File: src/rtl/nibble_serial_adder_if.sv
// Handshake bundle for nibble_serial_adder.
//   in_valid/in_ready   : operand handshake (a, b, c_in)
//   out_valid/out_ready : result handshake (sum, c_out, ovf)
// Modport slave is the adder side; master is the producer/consumer side.
interface nibble_serial_adder_if #(
  parameter int unsigned WIDTH = 16
);
  logic             in_valid;
  logic             in_ready;
  logic [WIDTH-1:0] a;
  logic [WIDTH-1:0] b;
  logic             c_in;
  logic             out_valid;
  logic             out_ready;
  logic [WIDTH-1:0] sum;
  logic             c_out;
  logic             ovf;

  modport slave (
    input  in_valid, a, b, c_in, out_ready,
    output in_ready, out_valid, sum, c_out, ovf
  );

  modport master (
    output in_valid, a, b, c_in, out_ready,
    input  in_ready, out_valid, sum, c_out, ovf
  );
endinterface

File: src/rtl/nibble_serial_adder.sv
// Sequential WIDTH-bit adder built around one 4-bit ripple slice. Operands are
// latched on accept, then one nibble (LSB first) is added per clock with the
// carry held in a register between nibbles. The result is presented with a
// valid/ready handshake and held until the consumer takes it.
//   clk : rising-edge clock
//   rst : synchronous active-high reset
//   bus : nibble_serial_adder_if.slave (operand and result handshakes)
module nibble_serial_adder #(
  parameter int unsigned WIDTH = 16
) (
  input  logic                   clk,
  input  logic                   rst,
  nibble_serial_adder_if.slave   bus
);

  localparam int unsigned NIB  = WIDTH / 4;
  localparam int unsigned CntW = (NIB > 1) ? $clog2(NIB) : 1;
  localparam logic [CntW-1:0] KLast = CntW'(NIB - 1);

  if ((WIDTH % 4) != 0 || WIDTH < 8) begin : g_width_check
    $error("nibble_serial_adder: WIDTH must be a multiple of 4 and >= 8");
  end

  typedef enum logic [1:0] {
    StIdle = 2'd0,
    StRun  = 2'd1,
    StDone = 2'd2
  } state_e;

  state_e           state_q, state_d;
  logic [WIDTH-1:0] a_q, a_d;
  logic [WIDTH-1:0] b_q, b_d;
  logic [WIDTH-1:0] sum_q, sum_d;
  logic [CntW-1:0]  k_q, k_d;
  logic             carry_q, carry_d;
  logic             c_out_q, c_out_d;
  logic             ovf_q, ovf_d;

  // Slice datapath
  logic [CntW+1:0]  bit_idx;
  logic [3:0]       a_nib;
  logic [3:0]       b_nib;
  logic [4:0]       slice_full;
  logic [3:0]       slice_s;
  logic             slice_c;
  logic             carry_into_msb;

  always_comb begin
    bit_idx        = {k_q, 2'b00};
    a_nib          = a_q[bit_idx +: 4];
    b_nib          = b_q[bit_idx +: 4];
    slice_full     = {1'b0, a_nib} + {1'b0, b_nib} + {4'b0000, carry_q};
    slice_s        = slice_full[3:0];
    slice_c        = slice_full[4];
    // Sum bit = a ^ b ^ carry-in, so carry-in to the top bit falls out directly.
    carry_into_msb = a_nib[3] ^ b_nib[3] ^ slice_s[3];
  end

  always_ff @(posedge clk) begin
    if (rst) begin
      state_q <= StIdle;
      a_q     <= '0;
      b_q     <= '0;
      sum_q   <= '0;
      k_q     <= '0;
      carry_q <= 1'b0;
      c_out_q <= 1'b0;
      ovf_q   <= 1'b0;
    end else begin
      state_q <= state_d;
      a_q     <= a_d;
      b_q     <= b_d;
      sum_q   <= sum_d;
      k_q     <= k_d;
      carry_q <= carry_d;
      c_out_q <= c_out_d;
      ovf_q   <= ovf_d;
    end
  end

  always_comb begin
    state_d = state_q;
    a_d     = a_q;
    b_d     = b_q;
    sum_d   = sum_q;
    k_d     = k_q;
    carry_d = carry_q;
    c_out_d = c_out_q;
    ovf_d   = ovf_q;

    unique case (state_q)
      StIdle: begin
        if (bus.in_valid) begin
          a_d     = bus.a;
          b_d     = bus.b;
          carry_d = bus.c_in;
          sum_d   = '0;
          k_d     = '0;
          state_d = StRun;
        end
      end
      StRun: begin
        sum_d[bit_idx +: 4] = slice_s;
        carry_d             = slice_c;
        k_d                 = k_q + 1'b1;
        if (k_q == KLast) begin
          c_out_d = slice_c;
          ovf_d   = carry_into_msb ^ slice_c;
          state_d = StDone;
        end
      end
      StDone: begin
        if (bus.out_ready) begin
          state_d = StIdle;
        end
      end
      default: begin
        state_d = StIdle;
      end
    endcase
  end

  assign bus.in_ready  = (state_q == StIdle);
  assign bus.out_valid = (state_q == StDone);
  assign bus.sum       = sum_q;
  assign bus.c_out     = c_out_q;
  assign bus.ovf       = ovf_q;

endmodule

File: src/flat_wrapper.sv
// flat-port wrapper written by rule: the top's interface ports become plain ports
module nibble_serial_adder_flat 
#(
  parameter int unsigned WIDTH = 16
)
  (clk, rst, bus_in_valid, bus_a, bus_b, bus_c_in, bus_out_ready, bus_in_ready, bus_out_valid, bus_sum, bus_c_out, bus_ovf);
  nibble_serial_adder_if #(.WIDTH(WIDTH)) bus_i ();
  input  logic clk;
  input  logic rst;
  input wire logic [$bits(bus_i.in_valid)-1:0] bus_in_valid;
  input wire logic [$bits(bus_i.a)-1:0] bus_a;
  input wire logic [$bits(bus_i.b)-1:0] bus_b;
  input wire logic [$bits(bus_i.c_in)-1:0] bus_c_in;
  input wire logic [$bits(bus_i.out_ready)-1:0] bus_out_ready;
  output wire logic [$bits(bus_i.in_ready)-1:0] bus_in_ready;
  output wire logic [$bits(bus_i.out_valid)-1:0] bus_out_valid;
  output wire logic [$bits(bus_i.sum)-1:0] bus_sum;
  output wire logic [$bits(bus_i.c_out)-1:0] bus_c_out;
  output wire logic [$bits(bus_i.ovf)-1:0] bus_ovf;
  assign bus_i.in_valid = bus_in_valid;
  assign bus_i.a = bus_a;
  assign bus_i.b = bus_b;
  assign bus_i.c_in = bus_c_in;
  assign bus_i.out_ready = bus_out_ready;
  assign bus_in_ready = bus_i.in_ready;
  assign bus_out_valid = bus_i.out_valid;
  assign bus_sum = bus_i.sum;
  assign bus_c_out = bus_i.c_out;
  assign bus_ovf = bus_i.ovf;
  nibble_serial_adder #(.WIDTH(WIDTH)) u_core (.clk(clk), .rst(rst), .bus(bus_i));
endmodule
File: config.mk
export PLATFORM = sky130hd
export DESIGN_NAME = nibble_serial_adder_flat
export DESIGN_NICKNAME = d
export VERILOG_FILES = /design/src/rtl/nibble_serial_adder_if.sv /design/src/rtl/nibble_serial_adder.sv /design/src/flat_wrapper.sv
export SDC_FILE = /design/constraint.sdc
export NUM_CORES = 1
export LEC_CHECK = 0
export CORE_MARGIN = 4
export CORE_UTILIZATION = 30
export CTS_BUF_LIST = sky130_fd_sc_hd__clkbuf_2 sky130_fd_sc_hd__clkbuf_4 sky130_fd_sc_hd__clkbuf_8
export DETAILED_ROUTE_END_ITERATION = 10
export PLACE_DENSITY = 0.53
export SYNTH_ARGS = -nofsm -noshare
export SYNTH_HDL_FRONTEND = slang
export SYNTH_SLANG_ARGS = --single-unit
File: constraint.sdc
create_clock -name clk -period 2.4 [get_ports clk]
set_input_delay 0.48 -clock clk [delete_from_list [all_inputs] [get_ports clk]]
set_output_delay 0.48 -clock clk [all_outputs]
set_load 0.02 [all_outputs]
**After elaboration in Yosys (flattened, before gate mapping)**

Cells that the tools add are included.
Widths: inputs -> output; s select.

- Bits in registers: 55
- Bits of input ports: 37
- Output and inout port bits: 20
- Logic and storage cells: 42

- $add $sub $neg: 4
- Equal/unequal tests: 6
- Shift operators: 4
- Muxes and demuxes: 11
- Bitwise gates (word level): 3
- Reductions and logical operators: 6

Operator list:

| kind | number |
|---|---|
| $pmux 16 s2 | 1 |
| $shiftx 16x5->4 | 2 |
| $bwmux 16 | 1 |
| $mux 16 | 1 |
| $shift 4x6->16 const A | 1 |
| $shiftx 4x6->16 | 1 |
| $mux 2 | 4 |
| $neg 4->6 | 1 |
| $pmux 2 s3 | 1 |
| $reduce_and 2->1 | 3 |
| $add 4x4->5 | 1 |
| $add 5x1->5 | 1 |
| $eq 2x2->1 const B | 2 |
| $ne 2x2->1 const B | 2 |
| $pmux 2 s2 | 1 |
| $reduce_and 3->1 | 1 |
| $xor 1x1->1 | 3 |
| $add 2x1->2 const B | 1 |
| $eq 2x1->1 const B | 1 |
| $logic_not 2->1 | 1 |
| $ne 2x1->1 const B | 1 |
| $pmux 1 s2 | 1 |
| $reduce_bool 2->1 | 1 |
| $mux 1 | 1 |

**Logic depth before layout (Yosys ltp)**

Gate-level depths: netlist of the first run.

- Depth after elaboration: 6
- Gate-level depth with buffers: 9
- Gate-level depth less buffers: 8

**Worst setup path before layout of the first run**

No wires, ideal clock.

- Kind: register to register
- From: reg u_core.k_q[0]
- To: reg u_core.ovf_q, in the netlist u_core.bus.ovf
- Library setup time: 0.091 ns
- Data arrival time: 2.383 ns
- Required time: 2.309 ns
- Setup slack: -0.074 ns
- Cell stages (with the launch flop): 10
- Buffers on the path: 1
- Clock period less this slack: 2.474 ns
- Cell sequence: dfxtp_1 buf_6 mux4_2 fa_1 inv_1 fa_1 nand2b_1 a21oi_1 xnor2_1 a311oi_1

- Word-level cells in the longest chain between the ends: 5
- Elaborated cells on any way between the ends: 9
- Classes of those cells: add/sub: 2; eq/ne: 1; shift: 2; bitwise: 3; reduce/logical: 1

Ends and longest elaborated chain:

| what | line | source |
|---|---|---|
| start, declared | nibble_serial_adder.sv:34 | `logic [CntW-1:0] k_q, k_d;` |
| start signal, assigned | nibble_serial_adder.sv:74 | `k_q <= k_d;` |
| $shiftx 16x5->4, on equally long branches | nibble_serial_adder.sv:50, nibble_serial_adder.sv:51 |  |
| $add 4x4->5 | nibble_serial_adder.sv:52 | `slice_full = {1'b0, a_nib} + {1'b0, b_nib} + {4'b0000, carry_q};` |
| $add 5x1->5 | nibble_serial_adder.sv:52 |  |
| $xor 1x1->1 | nibble_serial_adder.sv:56 | `carry_into_msb = a_nib[3] ^ b_nib[3] ^ slice_s[3];` |
| $xor 1x1->1 | nibble_serial_adder.sv:108 | `ovf_d = carry_into_msb ^ slice_c;` |
| end signal, assigned | nibble_serial_adder.sv:77 | `ovf_q <= ovf_d;` |
| end, declared | nibble_serial_adder.sv:37 | `logic ovf_q, ovf_d;` |

Several ways; a longest one is shown, not always the timed one.
A chain may end at the register's enable or synchronous reset.

**Worst setup path after layout of the first run**

- From: reg u_core.k_q[0]
- To: reg u_core.sum_q[14], in the netlist u_core.bus.sum[14]

- Word-level cells in the longest chain between the ends: 6
- Elaborated cells on any way between the ends: 9
- Classes of those cells: add/sub: 3; shift: 4; mux: 2

Ends and longest elaborated chain:

| what | line | source |
|---|---|---|
| $shiftx 16x5->4, on equally long branches | nibble_serial_adder.sv:50, nibble_serial_adder.sv:51 |  |
| $add 4x4->5 | nibble_serial_adder.sv:52 |  |
| $add 5x1->5 | nibble_serial_adder.sv:52 |  |
| $shiftx 4x6->16 | nibble_serial_adder.sv:103 | `sum_d[bit_idx +: 4] = slice_s;` |
| $bwmux 16 (*) | nibble_serial_adder.sv:103 |  |
| $pmux 16 s2 (*) | nibble_serial_adder.sv:91 | `unique case (state_q)` |
| end signal, assigned | nibble_serial_adder.sv:73 | `sum_q <= sum_d;` |
| end, declared | nibble_serial_adder.sv:33 | `logic [WIDTH-1:0] sum_q, sum_d;` |

Every way passes the cells marked *; elsewhere a longest branch is shown, timed or not.

==> results of run 1 <==
-- metrics by stage --
step / utilization, % / cell area (um^2) / hold slack [ps]
finish: 41.7 / 3250 / 460
global route: 41.7 / 3250 / 476
detailed placement: 40.0 / 3120 / 449
global placement: 40.0 / 3120 / 444
floorplan: - / 2450 / 433
CTS: 41.1 / 3210 / 463
-- synthesized netlist by cell type, drive strengths merged --
cell	instances
a211oi	2
a21o	4
a21oi	39
a22oi	13
a311oi	1
a32oi	4
and3	2
and4bb	1
buf	10
clkbuf	7
dfxtp	55
fa	2
ha	7
inv	6
mux4	8
nand2	73
nand2b	5
nand3	1
nor2	25
nor2b	2
nor3	1
nor3b	1
nor4	1
nor4b	1
o21bai	1
or3b	1
xnor2	2
-- worst max-delay path by stage --
stage | start | to | slack [ps] | cells after the start
floorplan | u_core.k_q[0]$_SDFFE_PP0P_ | u_core.bus.ovf$_SDFFE_PP0P_ | 30 | 9
global placement | u_core.k_q[0]$_SDFFE_PP0P_ | u_core.bus.sum[11]$_SDFFE_PP0P_ | 20 | 6
detailed placement | u_core.k_q[0]$_SDFFE_PP0P_ | u_core.bus.sum[3]$_SDFFE_PP0P_ | -50 | 6
CTS | u_core.k_q[0]$_SDFFE_PP0P_ | u_core.bus.sum[3]$_SDFFE_PP0P_ | 10 | 6
global route | u_core.k_q[0]$_SDFFE_PP0P_ | u_core.bus.sum[14]$_SDFFE_PP0P_ | -20 | 7
finish | u_core.k_q[0]$_SDFFE_PP0P_ | u_core.bus.sum[14]$_SDFFE_PP0P_ | 120 | 7
-- critical path, cell delays in order, from the launching register on --
cell     delay [ps]
dfxtp_4         440
buf_4           140
mux4_2          490
ha_1            300
buf_4           160
xnor2_1         410
a22oi_1         170
nor2_1          100
-- sequential cells by signal, summed over array words and instances, names as in the netlist --
register	count
u_core.a_q	16
u_core.b_q	16
u_core.bus.c_out	1
u_core.bus.ovf	1
u_core.bus.sum	16
u_core.carry_q	1
u_core.k_q	2
u_core.state_q	2
-- kinds of logic after synthesis --
| group | Yosys count | synth area share [%] |
|---|---|---|
| AND/OR/NAND/NOR | 114 | 20.5 |
| AO/OA/AOI/OAI | 64 | 15.9 |
| flip-flops | 55 | 45.0 |
| buffers and inverters | 23 | 5.27 |
| adder cells (fa/ha/maj) | 9 | 5.22 |
| multiplexers | 8 | 7.37 |
| XOR/XNOR | 2 | 0.716 |
-- routing by layer --
layer | global-route usage (%) | up-vias
li1 | - | 1052
met1 | 16.3 | 965
met2 | 19.2 | 39
met3 | 3.07 | 3
met4 | 3.47 | 0
met5 | 0 | -
-- power by group --
group          internal (mW)  switching (mW)  total, mW
Clock                  0.228           0.280      0.508
Sequential             0.952          0.0327      0.985
Combinational          0.165           0.161      0.325
-- repair_timing --
| item | CTS | global route |
|---|---|---|
| endpoints found under the setup margin | 7 | 15 |
| resized for setup | 1 | 10 |
| setup buffers | 0 | 1 |
| pin swaps | 0 | 1 |
-- final cells by class --
type	instances	area share (%)
multi-input cells	197	38.4
flip-flops and latches	55	34.0
repair buffers	68	20.2
well taps	102	3.92
clock buffers	7	2.58
inverters	6	0.692
clock inverters	1	0.154
==> results.md, run 1 <==
* Final slew viol count at 0
* Hold WC Path Type: reg2reg
* Outcome: completed
* Number of global-route vias before repair at 1,951
* DP Cell Count at 427
* Clock latency on the worst-skew pair at 300 ps
* R2R Path Start: u_core.k_q[0]$_SDFFE_PP0P_
* Vias per cell at 4.72
* Fmax at 439 MHz
* Yosys reg bits at 55
* Vias after detailed routing at 2,059
* GRT overflow at 0
* Total Power at 1.82 mW
* Initial DRT Pass Iterations at 4
* CP Launch Type: register
* Final worst path period need at 2280 ps
* Max clock buf depth at 2
* Share of layout cells above drive strength 1 at 12.9%
* Met2 WL at 2800 um
* Post-CTS Hold Fix Bufs at 0
* TNS Setup at 0 ps
* CTS buffer count at 5
* H-tree levels at 2
* Commonest non-fill, non-tap cells in the layout: 73 x nand2_1, 55 x clkdlybuf4s50_1, 53 x dfxtp_1
* Gr usage total at 12.1%
* CTS tree: built
* Worst slack, placed at -51.4 ps
* Worst-path fanout max at 8
* Drt wl/cell at 13.4 um
* Area of the multi-input gates at 0.00125 mm^2
* Initial DRC Count at 96
* First-pass GRT wire length at 9600 um
* Synth-to-layout area growth at 33.0%
* Worst slew pin tran at 584 ps
* Nets at 379
* Commonest non-fill, non-tap cell in the layout: nand2_1
* Die area at 0.00966 mm^2
* DRT antenna net count at 0
* Diodes inserted at 0
* Worst Clk Skew at 5.19 ps
* Slew headroom at 61.1%
* # fillers at 799
* Worst Path Arrival at 2520 ps
* Hold endpoint: u_core.a_q[3]$_SDFFE_PP0P_
* Max rail drop VDD at 0.235 mV
* Met3 WL at 255 um
* R2r setup slk at 120 ps
* Routed wire length at 5840 um
* Hold Path Origin: u_core.a_q[3]$_SDFFE_PP0P_
* Top Ports at 57
* Worst r2r path cells at 7
* DIE HEIGHT at 98.3 um
* Final Cycle Share at 95.0%
* Setup ws final at 120 ps
* Initial antenna violation count at 0
* Distinct cells, synth at 29
* Top cells by area, synth: dfxtp_1 45%, nand2_1 11%, a21oi_1 8.0%
* Core area at 0.00781 mm^2
* Number of I/O port buffers at 56
* Clk sinks at 55
* DRC violations left at 0
* WS Path Type: reg2reg
* Power per cell area at 559 mW/mm^2
* Highest Signal Layer: met4
* Die W at 98.3 um
* Hold path depth at 2
* RSZ-0062 raised after global routing: yes
* Max Cap Viol at 0
* Post-synth top area share at 45.0%
* Largest area contributor in the netlist: dfxtp_1
* Register area at 0.00111 mm^2
* Synth Instances at 275
* Leak at 1.20 nW
* Yosys warns at 0
* Syn_nets at 321
* Largest net degree at the start of global routing at 56
* CP Capture Type: register
* Worst reg2reg endpoint: u_core.bus.sum[14]$_SDFFE_PP0P_
* WL met1 at 2760 um
* Rows at 32
* Post-Layout Cell Count at 436
* Reg clk slew, reported paths at 90 ps
* Syn avg cell area at 8.89 um^2
* Syn Std Cell Area at 0.00245 mm^2
* Routability cong. at 0.718
* Final hold violation count at 0
* Root buffer cell: clkbuf_8
* CP Data Required Time at 2640 ps
* Post-synthesis sequential area ratio at 45.0%
* Post-DP HPWL at 4290 um
* Initial Utilization at 31.3%
* Setup violators final at 0
Power figures use the tool's default switching activity.
==> run 2, diff against run 1 <==
--- a/config.mk
+++ b/config.mk
@@ -6,10 +6,10 @@
 export NUM_CORES = 1
 export LEC_CHECK = 0
 export CORE_MARGIN = 4
-export CORE_UTILIZATION = 30
+export CORE_UTILIZATION = 51
 export CTS_BUF_LIST = sky130_fd_sc_hd__clkbuf_2 sky130_fd_sc_hd__clkbuf_4 sky130_fd_sc_hd__clkbuf_8
 export DETAILED_ROUTE_END_ITERATION = 10
-export PLACE_DENSITY = 0.53
+export PLACE_DENSITY = 0.8
 export SYNTH_ARGS = -nofsm -noshare
 export SYNTH_HDL_FRONTEND = slang
 export SYNTH_SLANG_ARGS = --single-unit
==> constraint.sdc (replaced) <==
create_clock -name clk -period 2.1 [get_ports clk]
set_input_delay 0.42 -clock clk [delete_from_list [all_inputs] [get_ports clk]]
set_output_delay 0.42 -clock clk [all_outputs]
set_load 0.1 [all_outputs]
==> results.md, run 2 (same netlist as run 1, synthesis figures left out) <==
* CP Capture Type: register
* Worst r2r path cells at 8 (+1)
* Final hold violation count at 0 (unchanged)
* Reg clk slew, reported paths at 100 ps (about the same)
* Leak at 1.29 nW (+7.4%)
* CTS tree: built
* Failing checks: negative setup slack
* Placed Area at 0.00307 mm^2 (-1.7%)
* Post-CTS Hold Fix Bufs at 0 (unchanged)
* Max incr delay on CP at 530 ps (+40 ps)
* Hold WS at 457 ps (-3.15 ps)
* Setup violators final at 15 (+15)
* Worst-path fanout max at 6 (-2)
* Worst reg2reg endpoint: u_core.bus.ovf$_SDFFE_PP0P_
* Hold path depth at 2 (unchanged)
* Final worst path period need at 2230 ps (-47.6 ps)
* Clock latency on the worst-skew pair at 310 ps (about the same)
* Routability cong. at 0.783 (+9.1%)
* Root buffer cell: clkbuf_8
* Initial DRC Count at 122 (+27%)
* Initial antenna violation count at 0 (unchanged)
* Vias after detailed routing at 2,201 (+6.9%)
* Crit path cell chain: mux4_2 -> fa_2 -> inv_2 -> fa_2 -> nand2b_4 -> a21oi_2 -> xnor2_1 -> a311oi_1
* Outcome: finished, violations left
* R2R Path Start: u_core.k_q[0]$_SDFFE_PP0P_
* DRT antenna net count at 0 (unchanged)
* Final Cycle Share at 106% (+11 points)
* Crit path top cell by count: fa_2
* Number of global-route vias before repair at 2,116 (+8.5%)
* Die area at 0.00597 mm^2 (-38%)
* First-pass GRT wire length at 9690 um (+0.94%)
* Number of I/O port buffers at 56 (unchanged)
* Commonest non-fill, non-tap cell in the layout: nand2_1
* Largest net degree at the start of global routing at 34 (-39%)
* CP max stage cell: mux4_2
* Max rail drop VDD at 0.405 mV (+72%)
* RSZ-0062 raised after global routing: yes
* CTS buffer count at 5 (unchanged)
* Rows at 24 (-25%)
* Final slew viol count at 0 (unchanged)
* R2r setup slk at -130 ps (-250 ps)
* Top Ports at 57 (unchanged)
* Max clock buf depth at 2 (unchanged)
* Share of layout cells above drive strength 1 at 23.8% (+11 points)
* Clk sinks at 55 (unchanged)
* CP Data Required Time at 2330 ps (-310 ps)
* Nets at 381 (+0.53%)
* Fmax at 448 MHz (+2.1%)
* Critical Path End: u_core.bus.ovf$_SDFFE_PP0P_
* Die W at 77.3 um (-21%)
* Setup ws final at -132 ps (-252 ps)
* Gr usage total at 20.2% (+8.1 points)
* DP Cell Count at 376 (-12%)
* Initial DRT Pass Iterations at 4 (unchanged)
* Slew headroom at 65.9% (+4.8 points)
* Instance count on the critical path at 8 (+1)
* Routed wire length at 6150 um (+5.4%)
* Vias per cell at 5.67 (+20%)
* Crit path launch: u_core.k_q[0]$_SDFFE_PP0P_
* CP delay by family, top: adder cells
* GRT overflow at 0 (unchanged)
* Core Util, Final at 74.4% (+33 points)
* Drt wl/cell at 15.9 um (+18%)
* H-tree levels at 2 (unchanged)
* DIE HEIGHT at 77.3 um (-21%)
* Hold WC Path Type: reg2reg
* Power per cell area at 694 mW/mm^2 (+24%)
* Post-Layout Cell Count at 388 (-11%)
* Worst Clk Skew at 10.9 ps (+5.73 ps)
* Post-DP HPWL at 4250 um (-0.91%)
* CP Buf/Inv Count at 1 (-1)
* Core area at 0.00450 mm^2 (-42%)
* Max Cap Viol at 0 (unchanged)
* WS Path Type: reg2reg
* Worst Path Arrival at 2460 ps (-60 ps)
* CP Launch Type: register
* Final instance area at 0.00335 mm^2 (+2.9%)
* Synth-to-layout area growth at 36.9%
* Worst slew pin tran at 511 ps (-72.6 ps)
* # fillers at 330 (-59%)
* Initial Utilization at 54.3% (+23 points)
* DRC violations left at 0 (unchanged)
* Diodes inserted at 0 (unchanged)
* Commonest non-fill, non-tap cells in the layout: 72 x nand2_1, 54 x dfxtp_1, 38 x a21oi_1
==> run 2: cell count changes in the layout (fill, tap and decap cells not counted), moves of 6 or more <==
cell,before,now
a22oi_1,13,7
buf_4,11,28
clkdlybuf4s50_1,55,35
a22oi_2,0,6
==> run 2: report_power, final <==
group | leakage, nW | total, mW | switching [mW] | internal [mW]
clock network | 0.0612 | 0.725 | 0.339 | 0.386
registers | 0.450 | 1.12 | 0.0353 | 1.09
logic | 0.779 | 0.477 | 0.251 | 0.226
==> run 2: worst min path at each step <==
stage                                      startpoint                          end
after floorplan           u_core.a_q[10]$_SDFFE_PP0P_  u_core.a_q[10]$_SDFFE_PP0P_
after global placement     u_core.a_q[9]$_SDFFE_PP0P_   u_core.a_q[9]$_SDFFE_PP0P_
after detailed placement   u_core.b_q[0]$_SDFFE_PP0P_   u_core.b_q[0]$_SDFFE_PP0P_
after CTS                 u_core.b_q[11]$_SDFFE_PP0P_  u_core.b_q[11]$_SDFFE_PP0P_
after global routing       u_core.a_q[9]$_SDFFE_PP0P_   u_core.a_q[9]$_SDFFE_PP0P_
final                     u_core.b_q[11]$_SDFFE_PP0P_  u_core.b_q[11]$_SDFFE_PP0P_
==> run 2: what timing repair did <==
action,CTS,global route
setup endpoints to repair,15,19
resized for setup,10,17
cloned,0,0
pin swaps,6,7
setup buffers,4,0
==> run 2: cell type report <==
| cell class | count | area [um^2] | share of cell area [%] |
|---|---|---|---|
| multi-input cells | 197 | 1370 | 40.9 |
| flip-flops and latches | 55 | 1100 | 33.0 |
| repair buffers | 70 | 668 | 19.9 |
| clock buffers | 6 | 82.6 | 2.47 |
| well taps | 52 | 65.1 | 1.94 |
| clock inverters | 2 | 35.0 | 1.05 |
| inverters | 6 | 25.0 | 0.747 |
==> run 2: layer usage <==
| layer | global-route usage [%] | up-vias | share of wire (%) |
|---|---|---|---|
| met4 | 7.65 | 0 | 2.1 |
| li1 | - | 1064 | - |
| met2 | 35.1 | 83 | 51 |
| met3 | 4.80 | 14 | 6.3 |
| met5 | 0 | - | 0 |
| met1 | 24.0 | 1040 | 40 |
==> run 2: stage by stage <==
| step | power (mW) | TNS, ps | setup WS (ps) |
|---|---|---|---|
| 3_3_place_gp | 1.54 | -1570 | -167 |
| 6_report | 2.33 | -1380 | -132 |
| 2_1_floorplan | 1.40 | -1260 | -172 |
| 4_1_cts | 2.29 | -1080 | -97.3 |
| 5_1_grt | 2.42 | -2570 | -236 |
| 3_5_place_dp | 1.55 | -2330 | -249 |
==> run 2: worst register-to-register path, delay by kind of cell (launching register included) <==
kind	cells	cell delay, ps
AO/OA/AOI/OAI	2	260
XOR/XNOR	1	140
adder cells (fa/ha/maj)	2	620
buffers and inverters	1	80
flip-flops	1	410
multiplexers	1	530
AND/OR/NAND/NOR	1	120
==> run 3, diff against run 2 <==
--- a/config.mk
+++ b/config.mk
@@ -5,11 +5,12 @@
 export SDC_FILE = /design/constraint.sdc
 export NUM_CORES = 1
 export LEC_CHECK = 0
+export CAP_MARGIN = 20
 export CORE_MARGIN = 4
-export CORE_UTILIZATION = 51
+export CORE_UTILIZATION = 45
 export CTS_BUF_LIST = sky130_fd_sc_hd__clkbuf_2 sky130_fd_sc_hd__clkbuf_4 sky130_fd_sc_hd__clkbuf_8
 export DETAILED_ROUTE_END_ITERATION = 10
-export PLACE_DENSITY = 0.8
+export PLACE_DENSITY = 0.72
 export SYNTH_ARGS = -nofsm -noshare
 export SYNTH_HDL_FRONTEND = slang
 export SYNTH_SLANG_ARGS = --single-unit
==> results.md, run 3 (same netlist as run 1, synthesis figures left out) <==
* Initial Utilization at 47.3% (-7.0 points)
* Clk sinks at 55 (unchanged)
* Total Power at 2.18 mW (-6.5%)
* Nets at 385 (+1.0%)
* Worst slack, placed at -229 ps (+20.0 ps)
* Rows at 26 (+8.3%)
* GRT overflow at 0 (unchanged)
* CP Launch Type: register
* Logic pwr share at 21.9% (+1.4 points)
* R2r setup slk at -180 ps (-50 ps)
* Hold WC Path Type: reg2reg
* Reg power frac at 51.5% (+3.2 points)
* Worst Path Arrival at 2480 ps (+20 ps)
* Post-DP HPWL at 3980 um (-6.3%)
* Top Ports at 57 (unchanged)
* Routed wire length at 5670 um (-7.8%)
* Core area at 0.00517 mm^2 (+15%)
* Setup violators final at 15 (unchanged)
* First-pass GRT wire length at 9230 um (-4.8%)
* Final hold violation count at 0 (unchanged)
* Routability cong. at 0.833 (+6.3%)
* Fmax at 438 MHz (-2.2%)
* CTS tree: built
* Commonest non-fill, non-tap cells in the layout: 72 x nand2_1, 54 x dfxtp_1, 37 x a21oi_1
* DRC violations left at 0 (unchanged)
* Die area at 0.00668 mm^2 (+12%)
* Worst r2r path cells at 7 (-1)
* CP Data Required Time at 2300 ps (-30 ps)
* Worst Clk Skew at 11.6 ps (+0.698 ps)
* Initial DRT Pass Iterations at 4 (unchanged)
* WS Path Type: reg2reg
* Power per cell area at 641 mW/mm^2 (-7.8%)
* Max clock buf depth at 2 (unchanged)
* RSZ-0062 raised after global routing: yes
* Vias after detailed routing at 2,124 (-3.5%)
* R2R Path Start: u_core.k_q[0]$_SDFFE_PP0P_
* Largest net degree at the start of global routing at 34 (unchanged)
* Worst-path fanout max at 8 (+2)
* CP Capture Type: register
* Share of layout cells above drive strength 1 at 25.6% (+1.8 points)
* Root buffer cell: clkbuf_8
* Clk network pwr share at 26.6% (-4.6 points)
* Worst slew pin tran at 574 ps (+62.7 ps)
* Net Sw Frac at 27.6% (+0.73 points)
* Final slew viol count at 0 (unchanged)
* Commonest non-fill, non-tap cell in the layout: nand2_1
* H-tree levels at 2 (unchanged)
* Vias per cell at 5.18 (-8.7%)
* Final worst path period need at 2280 ps (+49.6 ps)
* Worst reg2reg endpoint: u_core.bus.sum[15]$_SDFFE_PP0P_
* Drt wl/cell at 13.8 um (-13%)
* Slew headroom at 61.6% (-4.2 points)
* Max Cap Viol at 0 (unchanged)
* Outcome: finished, violations left
* CTS buffer count at 5 (unchanged)
* Initial DRC Count at 97 (-20%)
* Synth-to-layout area growth at 38.8%
* Clock latency on the worst-skew pair at 300 ps (about the same)
* Diodes inserted at 0 (unchanged)
* DRT antenna net count at 0 (unchanged)
* Crit path launch: u_core.k_q[0]$_SDFFE_PP0P_
* Failing checks: negative setup slack
* Setup ws final at -182 ps (-49.6 ps)
* Int Pwr at 1.57 mW (-7.4%)
* Net Switching at 0.601 mW (-4.0%)
* Post-CTS Hold Fix Bufs at 0 (unchanged)
* Die W at 81.7 um (+5.8%)
* Max rail drop VDD at 0.435 mV (+7.6%)
* Initial antenna violation count at 0 (unchanged)
* Reg clk slew, reported paths at 100 ps (about the same)
* DIE HEIGHT at 81.7 um (+5.8%)
* Number of global-route vias before repair at 2,080 (-1.7%)
* Critical Path End: u_core.bus.sum[15]$_SDFFE_PP0P_
* Number of I/O port buffers at 56 (unchanged)
* Leak at 1.30 nW (+0.74%)
* Gr usage total at 17.7% (-2.4 points)
* Final Cycle Share at 109% (+2.4 points)
-- run 3: worst min-delay path by stage --
stage / from / to / depth (start not counted)
5_1_grt: u_core.a_q[2]$_SDFFE_PP0P_ / u_core.a_q[2]$_SDFFE_PP0P_ / 2
3_5_place_dp: u_core.a_q[14]$_SDFFE_PP0P_ / u_core.a_q[14]$_SDFFE_PP0P_ / 2
3_3_place_gp: u_core.a_q[14]$_SDFFE_PP0P_ / u_core.a_q[14]$_SDFFE_PP0P_ / 2
4_1_cts: u_core.a_q[14]$_SDFFE_PP0P_ / u_core.a_q[14]$_SDFFE_PP0P_ / 2
2_1_floorplan: u_core.a_q[10]$_SDFFE_PP0P_ / u_core.a_q[10]$_SDFFE_PP0P_ / 2
6_report: u_core.a_q[14]$_SDFFE_PP0P_ / u_core.a_q[14]$_SDFFE_PP0P_ / 2
-- run 3: through the flow --
stage          std cells  utilization [%]  cell area (um^2)  hold WS [ps]  TNS [ps]
6_report             410             65.7              3400           459     -1710
3_5_place_dp         395             60.1              3110           445     -2400
3_3_place_gp         395             60.1              3110           443     -1780
5_1_grt              410             65.7              3400           484     -2810
4_1_cts              409             64.2              3320           458     -1340
2_1_floorplan        275                -              2480           433     -1260
-- run 3: worst max-delay path, stage by stage (launching register included) --
cell	delay (ps)
dfxtp_4	410
buf_4	120
mux4_2	540
ha_4	300
a211oi_2	90
or3b_4	420
a32oi_2	220
nor2_1	70
-- run 3: per-layer routing --
layer  global-route usage [%]  wire, um
met1                     22.1      2380
met2                     30.9      2960
met3                     3.84       296
met4                     4.49        41
met5                        0         0
-- run 3: layout make-up --
| class | instances | area, um^2 |
|---|---|---|
| fill | 421 | 1780 |
| multi-input combinational | 197 | 1380 |
| sequential | 55 | 1100 |
| timing repair buffer | 74 | 707 |
| tap | 70 | 87.6 |
| clock buffer | 7 | 83.8 |
| inverter | 6 | 25.0 |
| clock inverter | 1 | 5.00 |
-- run 3: what timing repair did --
item | 4_1_cts | 5_1_grt
pin swaps | 13 | 7
resized for setup | 15 | 12
setup endpoints to repair | 15 | 15
gates cloned | 0 | 0
buffers inserted | 6 | 1
-- run 3: power by group through the flow --
| stage | logic (mW) | clock network (mW) | registers, mW |
|---|---|---|---|
| 4_1_cts | 0.456 | 0.593 | 1.12 |
| 3_3_place_gp | 0.403 | 0 | 1.15 |
| 3_5_place_dp | 0.409 | 0 | 1.15 |
| 2_1_floorplan | 0.246 | 0 | 1.16 |
| 6_report | 0.476 | 0.578 | 1.12 |
| 5_1_grt | 0.513 | 0.629 | 1.13 |
